[src/rtl/prog_pkg.sv]
// Shared types and constants for the fetch/execute sequencer.
package prog_pkg;

  localparam int unsigned PC_W_DEFAULT = 10;
  localparam int unsigned LUT_N        = 4;

  typedef enum logic [2:0] {
    IDLE    = 3'd0,
    FETCH   = 3'd1,
    EXEC    = 3'd2,
    MEMWAIT = 3'd3,
    DONE    = 3'd4
  } seq_state_t;

  // Jump/branch targets; entry 2 is -3 in two's complement (backward branch).
  localparam logic [PC_W_DEFAULT-1:0] TARG_LUT [LUT_N] = '{
    10'd0, 10'd4, 10'h3FD, 10'd16
  };

  function automatic logic is_busy(input seq_state_t s);
    return (s == FETCH) || (s == EXEC) || (s == MEMWAIT);
  endfunction

endpackage

[src/rtl/prog_sequencer_targ_lut.sv]
// Jump/branch target lookup: 2-bit TargSel index to a PC_W-wide target.
module targ_lut
  import prog_pkg::*;
#(
  parameter int unsigned PC_W = PC_W_DEFAULT
) (
  input  logic [1:0]      sel,
  output logic [PC_W-1:0] targ_c
);

  // Sign-extend so negative offsets stay negative if PC_W is widened.
  always_comb targ_c = PC_W'($signed(TARG_LUT[sel]));

endmodule

[src/rtl/prog_sequencer.sv]
// Multi-cycle fetch/execute sequencer: owns the PC and gates decoder write enables.
// Optional macro PROG_SEQUENCER_CYCLE_COUNT_EN enables the busy-cycle counter.
module prog_sequencer
  import prog_pkg::*;
#(
  parameter int unsigned PC_W    = PC_W_DEFAULT,
  parameter int unsigned MEM_LAT = 2
) (
  input  logic            Clk,
  input  logic            Reset_n,
  input  logic            Start,
  input  logic [PC_W-1:0] StartAddr,
  input  logic            Jump,
  input  logic            BranchEn,
  input  logic            BranchTaken,
  input  logic [1:0]      TargSel,
  input  logic            LoadInst,
  input  logic            MemWrEn,
  input  logic            RegWrEn,
  input  logic            AckIn,
  output logic [PC_W-1:0] PC,
  output logic            InstrValid,
  output logic            RegWrGate,
  output logic            MemWrGate,
  output logic            Busy,
  output logic            Done,
  output logic [15:0]     CycleCount
);

  localparam int unsigned WAIT_W = (MEM_LAT > 1) ? $clog2(MEM_LAT) : 1;

  seq_state_t        state_q, state_d;
  logic [PC_W-1:0]   pc_q, pc_d;
  logic [WAIT_W-1:0] wait_q, wait_d;
  logic              busy_q, done_q;
  logic              ivalid_c, reg_gate_c, mem_gate_c;
  logic [PC_W-1:0]   targ_c;

  targ_lut #(.PC_W(PC_W)) u_targ_lut (
    .sel    (TargSel),
    .targ_c (targ_c)
  );

  // Next-state, PC update and decoded write gates.
  always_comb begin
    state_d    = state_q;
    pc_d       = pc_q;
    wait_d     = wait_q;
    ivalid_c   = 1'b0;
    reg_gate_c = 1'b0;
    mem_gate_c = 1'b0;
    case (state_q)
      IDLE, DONE: begin
        if (Start) begin
          pc_d    = StartAddr;
          state_d = FETCH;
        end
      end
      FETCH: state_d = EXEC;
      EXEC: begin
        ivalid_c = 1'b1;
        if (AckIn) begin
          state_d = DONE;
        end else if (Jump) begin
          pc_d    = targ_c;
          state_d = FETCH;
        end else if (BranchEn) begin
          pc_d    = BranchTaken ? (pc_q + targ_c) : (pc_q + PC_W'(1));
          state_d = FETCH;
        end else if (LoadInst || MemWrEn) begin
          mem_gate_c = MemWrEn;
          wait_d     = WAIT_W'(MEM_LAT - 1);
          state_d    = MEMWAIT;
        end else begin
          reg_gate_c = RegWrEn;
          pc_d       = pc_q + PC_W'(1);
          state_d    = FETCH;
        end
      end
      MEMWAIT: begin
        // Load writeback lands only in the final wait cycle.
        if (wait_q == '0) begin
          reg_gate_c = LoadInst;
          pc_d       = pc_q + PC_W'(1);
          state_d    = FETCH;
        end else begin
          wait_d = wait_q - WAIT_W'(1);
        end
      end
      default: state_d = IDLE;
    endcase
  end

  // State and registered outputs.
  always_ff @(posedge Clk or negedge Reset_n) begin
    if (!Reset_n) begin
      state_q <= IDLE;
      pc_q    <= '0;
      wait_q  <= '0;
      busy_q  <= 1'b0;
      done_q  <= 1'b0;
    end else begin
      state_q <= state_d;
      pc_q    <= pc_d;
      wait_q  <= wait_d;
      busy_q  <= is_busy(state_d);
      done_q  <= (state_d == DONE);
    end
  end

  assign PC         = pc_q;
  assign Busy       = busy_q;
  assign Done       = done_q;
  assign InstrValid = ivalid_c;
  assign RegWrGate  = reg_gate_c;
  assign MemWrGate  = mem_gate_c;

`ifdef PROG_SEQUENCER_CYCLE_COUNT_EN
  logic [15:0] cyc_q;
  logic        start_acc;

  assign start_acc = ((state_q == IDLE) || (state_q == DONE)) && Start;

  // Saturating count of busy cycles, restarted by each accepted Start.
  always_ff @(posedge Clk or negedge Reset_n) begin
    if (!Reset_n) begin
      cyc_q <= '0;
    end else if (start_acc) begin
      cyc_q <= '0;
    end else if (busy_q && (cyc_q != 16'hFFFF)) begin
      cyc_q <= cyc_q + 16'd1;
    end
  end

  assign CycleCount = cyc_q;
`else
  assign CycleCount = 16'h0000;
`endif

endmodule

[config.mk]
export PLATFORM = sky130hd
export DESIGN_NAME = prog_sequencer
export DESIGN_NICKNAME = d
export VERILOG_FILES = /design/src/rtl/prog_pkg.sv /design/src/rtl/prog_sequencer_targ_lut.sv /design/src/rtl/prog_sequencer.sv
export SDC_FILE = /design/constraint.sdc
export NUM_CORES = 1
export LEC_CHECK = 0
export CELL_PAD_IN_SITES_DETAIL_PLACEMENT = 1
export CELL_PAD_IN_SITES_GLOBAL_PLACEMENT = 2
export CORE_MARGIN = 2
export CORE_UTILIZATION = 27
export DETAILED_ROUTE_END_ITERATION = 16
export PLACE_DENSITY = 0.88
export SLEW_MARGIN = 25
export SYNTH_ARGS = -nofsm -noshare
export SYNTH_HDL_FRONTEND = slang
export SYNTH_HIERARCHICAL = 1
export SYNTH_SLANG_ARGS = --single-unit
[constraint.sdc]
create_clock -name Clk -period 2.7 [get_ports Clk]
set_clock_uncertainty 0.05 [all_clocks]
set_input_delay 0.405 -clock Clk [delete_from_list [all_inputs] [get_ports Clk]]
set_output_delay 0.405 -clock Clk [all_outputs]
set_load 0.01 [all_outputs]
Word level (Yosys, flattened, before mapping)

Index checks and enable logic that the tools add are counted.

Add/subtract/negate cells: 3
Reductions and logical operators: 9
Magnitude comparators: 1
Muxes and demuxes: 36
Bitwise operators: 1
Equality and inequality tests: 15

Operators by type and width:

| cell                    | count |
|---|---|
| $mux W10                | 9 |
| $pmux W10 S3            | 1 |
| $bmux W10 S2            | 1 |
| $mux W1                 | 16 |
| $eq A3 B2 Y1 const B    | 4 |
| $ne A2 B2 Y1 const B    | 6 |
| $pmux W3 S4             | 1 |
| $add A10 B1 Y10 const B | 1 |
| $add A10 B10 Y10        | 1 |
| $reduce_and A5 Y1       | 2 |
| $mux W3                 | 3 |
| $eq A3 B1 Y1 const B    | 2 |
| $eq A3 B3 Y1 const B    | 2 |
| $mux W2                 | 3 |
| $ne A4 B4 Y1 const B    | 1 |
| $pmux W1 S2             | 2 |
| $ge A3 B3 Y1 const B    | 1 |
| $logic_not A3 Y1        | 1 |
| $logic_or A1 B1 Y1      | 3 |
| $not A2 Y3              | 1 |
| $reduce_bool A3 Y1      | 1 |
| $reduce_bool A2 Y1      | 1 |
| $reduce_or A2 Y1        | 1 |
| $sub A1 B1 Y1 const B   | 1 |

Word-level logic and storage cells: 70
Register bits after elaboration: 16
Output and inout bits: 31

Longest topological paths before layout

Word-level depth: 10
Gate-level depth with buffers: 11

Hierarchy

Netlist, hierarchy kept.

Modules (own cells, without submodules):

| module         | instances | area each (µm²) | cells each |
|---|---|---|---|
| prog_sequencer | 1         | 1,804.2         | 229 |
| targ_lut       | 1         | 83.8            | 12 |

Least setup slack after synthesis

No wires, ideal clock.

Path kind: input port to flip-flop
Start: input port TargSel[0]
End: register pc_q[8] (netlist: PC[8])
Setup time: 0.086 ns
Buffers on the path: 0
Slack: 0.309 ns
Stages: 11
Arrival time: 2.255 ns
Required time: 2.564 ns
Cell sequence: inv_1 -> ha_1 -> ha_1 -> inv_1 -> fa_1 -> nor2b_1 -> o2111ai_1 -> a31oi_1 -> xor2_1 -> o221ai_1 -> a32oi_1

Longest elaborated chain between the ends: 10

Ends and longest elaborated chain:

| element                                      | RTL line                      | RTL |
|---|---|---|
| from (decl)                                  | prog_sequencer.sv:16          | `input logic [1:0] TargSel,` |
| $not A2 Y3 (not written as such)             | prog_sequencer_targ_lut.sv:12 | `always_comb targ_c = PC_W'($signed(TARG_LUT[sel]));` |
| $bmux W10 S2                                 | prog_sequencer_targ_lut.sv:12 |  |
| $mux W10 (not written as such) (2 in series) | prog_sequencer_targ_lut.sv:12 |  |
| net targ_c[0]                                | prog_sequencer.sv:37          | `logic [PC_W-1:0] targ_c;` |
| $add A10 B10 Y10                             | prog_sequencer.sv:68          | `pc_d = BranchTaken ? (pc_q + targ_c) : (pc_q + PC_W'(1));` |
| $mux W10                                     | prog_sequencer.sv:68          |  |
| $mux W10                                     | prog_sequencer.sv:67          | `end else if (BranchEn) begin` |
| $mux W10                                     | prog_sequencer.sv:64          | `end else if (Jump) begin` |
| $mux W10                                     | prog_sequencer.sv:62          | `if (AckIn) begin` |
| $pmux W10 S3                                 | prog_sequencer.sv:52          | `case (state_q)` |
| to (signal assigned)                         | prog_sequencer.sv:104         | `pc_q <= pc_d;` |
| to (decl)                                    | prog_sequencer.sv:33          | `logic [PC_W-1:0] pc_q, pc_d;` |

The timed path passes the listed nets, and every way through them passes these cells. The select of a mux whose other input is x is not followed.
A chain may end at the register's enable or synchronous reset.

Worst setup path after layout

Start: input port TargSel[0]
End: register pc_q[9] (netlist: PC[9])

The elaborated chain is that of the path after synthesis.

==> flow_metrics.tcl <==
set metrics [dict create \
    crit_chain "clkdlybuf4s50_1 -> inv_1 -> ha_4 -> buf_6 -> ha_1 -> buf_4 -> a31oi_1 -> nand3_1 -> mux2i_2 -> nor4_1 -> or3b_1" \
    critPathMaxStageDelay_ps 450 \
    layout_commonest_cell "clkdlybuf4s50_1" \
    fin_nets 329 \
    final_area_mm2 0.00260 \
    synth.avg_cell_area_um2 7.83 \
    fmax_mhz 381 \
    drtIter0Drc 69 \
    crit_arrival_ps 2720 \
    rows 30 \
    syn_to_final_growth_pct 37.8 \
    pre_cts_slack_ps -354 \
    path_class "in -> reg" \
    ios 53 \
    cts_root_buf "clkbuf_8" \
    antenna_cells 0 \
    final_cells 390 \
    overflow 0 \
    antenna_found_initial 0 \
    ys.flop_type "dfrtp_1" \
    ys_seq_area_share_pct 21.2 \
    hpwlAfterDp_mm 4.92 \
    syn-cell-area_mm2 0.00189 \
    final_cell_mix "clkdlybuf4s50_1, buf_4, nand2_1" \
    wirelength_mm 6.42 \
    synth_largest_area_cell "dfrtp_1" \
    cts_buffers 3 \
    critPathMaxFanout 14 \
    whs_ps 509 \
    synth_area_leaders "dfrtp_1, buf_4, ha_1" \
    synthArstFlopShare_pct 100 \
    layout_min_cycle_time_ps 2620 \
    crit_path_start_kind "input pin" \
    hold_depth 2 \
    initial_utilization_pct 27.8 \
    clock-sinks 16 \
    drv_cap 0 \
    synth.distinct_cells 58 \
    cts_hold_buf 0 \
    drive_above_1_share_pct 21.8 \
    clk_latency_ps 260 \
    fin_util_pct 38.3 \
    drc 0 \
    post-route-period-util_pct 97.2 \
    setup_ws_ps 75.0 \
    p_per_area_mw_per_mm2 1010 \
    dr.pass1.iters 4 \
    syn_inst 241 \
    synth_top_area_share_pct 21.2 \
    synth_edf_count 0 \
    clock_path_buffers 2 \
    setup_viol_count_final 0 \
    r2r.worst_path.cells 7 \
    slew_viol_final 0 \
    die-area_mm2 0.00768 \
    place_congestion 0.829 \
    grt_pass1_wl_mm 10.4 \
    slew_headroom_pct 41.6 \
    status "finished clean" \
    io_buffers 36 \
    grt_max_degree 17 \
    cp_slowest_cell "clkdlybuf4s50_1" \
    vias 1936 \
    synth_warnings 6 \
    chipWidth_um 87.6 \
    wl_per_cell_um 16.5 \
    endpoint_kind "register" \
    reg2reg_setup_slack_ps 470 \
    coreArea_mm2 0.00679 \
    ys_ff_latch 16 \
    min_from "wait_q" \
    ant_nets 0 \
    grt_use_total_pct 17.2 \
    hold-path-endpoint "wait_q" \
    place_inst 386 \
    tritoncts "yes" \
    chipHeight_um 87.6 \
    timing.rr.end "PC[9]" \
    ir_drop_mv 0.398 \
    via_per_inst 4.96 \
    grt_pass1_vias 2002 \
    clk_pin_slew_ps 80 \
    required_ps 2790 \
    min_path_type "reg -> reg" \
    place_area_mm2 0.00243 \
    worst_slew_pin_slew_ps 873 \
    leakage_uw 0.00108 \
    ctsHtreeMaxLevel 1 \
    r2r-start "PC[4]" \
    cts_setup_buffers 0 \
    hold_viol 0 \
]
## critical path, delay by kind of cell
family | cells | cell delay (ps)
multiplexers | 1 | 190
buffers and inverters | 4 | 830
adder cells (fa/ha/maj) | 2 | 470
AND/OR/NAND/NOR | 3 | 550
AO/OA/AOI/OAI | 1 | 260
## what timing repair did
action / in CTS / in global routing
cloned: 0 / 0
endpoints found under the setup margin: 1 / 5
resized for setup: 3 / 18
pin swaps: 0 / 10
## cell families (layout without fill, tap and decap cells)
kind of cell	after synthesis	after routing	synth area share, %
other	2	17	0.398
multiplexers	1	1	0.530
AND/OR/NAND/NOR	84	84	23.3
XOR/XNOR	13	13	6.03
buffers and inverters	41	79	13.4
AO/OA/AOI/OAI	72	72	26.8
adder cells (fa/ha/maj)	12	12	8.35
flip-flops	16	16	21.2
## metal layers
| layer | part of all wire [%] | global-route usage, % | vias up |
|---|---|---|---|
| met1 | 44 | 23.5 | 932 |
| li1 | - | - | 933 |
| met5 | 0 | 0 | - |
| met2 | 49 | 28.4 | 67 |
| met3 | 6.3 | 3.02 | 4 |
| met4 | 0.78 | 3.78 | 0 |
## sequential cells by signal, indices dropped and copies added, names as in the netlist
name / cells
Busy: 1
PC: 10
Done: 1
wait_q: 1
state_q: 3
## how the worst max path moves through the flow
stage	from	to	depth (start not counted)
final	TargSel[0]	PC[9]	11
after global routing	TargSel[0]	PC[9]	11
after CTS	TargSel[0]	PC[9]	11
after detailed placement	TargSel[0]	PC[9]	11
after global placement	TargSel[0]	PC[9]	11
after floorplan	TargSel[0]	PC[8]	11
## Yosys cell counts, types with 3 or more instances
cell      number
nand3_1        5
a22oi_1        3
o311ai_1       3
ha_1          11
xnor2_1        8
xor2_1         5
a21oi_1       11
buf_2          4
nor2_1        19
nor3_1         5
o31ai_1        3
nand2_1       24
and2_1         4
nand2b_1       7
a31oi_1        6
nor2_2         3
a211oi_1       3
buf_4         25
inv_1          9
dfrtp_1       16
o21ai_0       15
a21o_1         4
o21ai_1        5
## stage by stage
| step | TNS, ps | total power (µW) |
|---|---|---|
| final | 0 | 2630 |
| after global routing | -16.2 | 2860 |
| after CTS | 0 | 2550 |
| after detailed placement | -1040 | 2270 |
| after global placement | -608 | 2220 |
| after floorplan | 0 | 1540 |
## final cells by class
| class | count | area [µm²] |
|---|---|---|
| fill | 817 | 4190 |
| multi-input combinational | 199 | 1410 |
| timing repair buffer | 65 | 584 |
| sequential | 16 | 400 |
| tap | 96 | 120 |
| clock buffer | 4 | 55.1 |
| inverter | 10 | 37.5 |
## power breakdown
| group | total, µW | switching [µW] | internal, µW | leakage, µW |
|---|---|---|---|---|
| clock network | 234 | 104 | 130 | 0.0000288 |
| registers | 513 | 164 | 349 | 0.000197 |
| logic | 1880 | 978 | 902 | 0.000855 |
No activity file was read; power rests on OpenSTA's default activity.
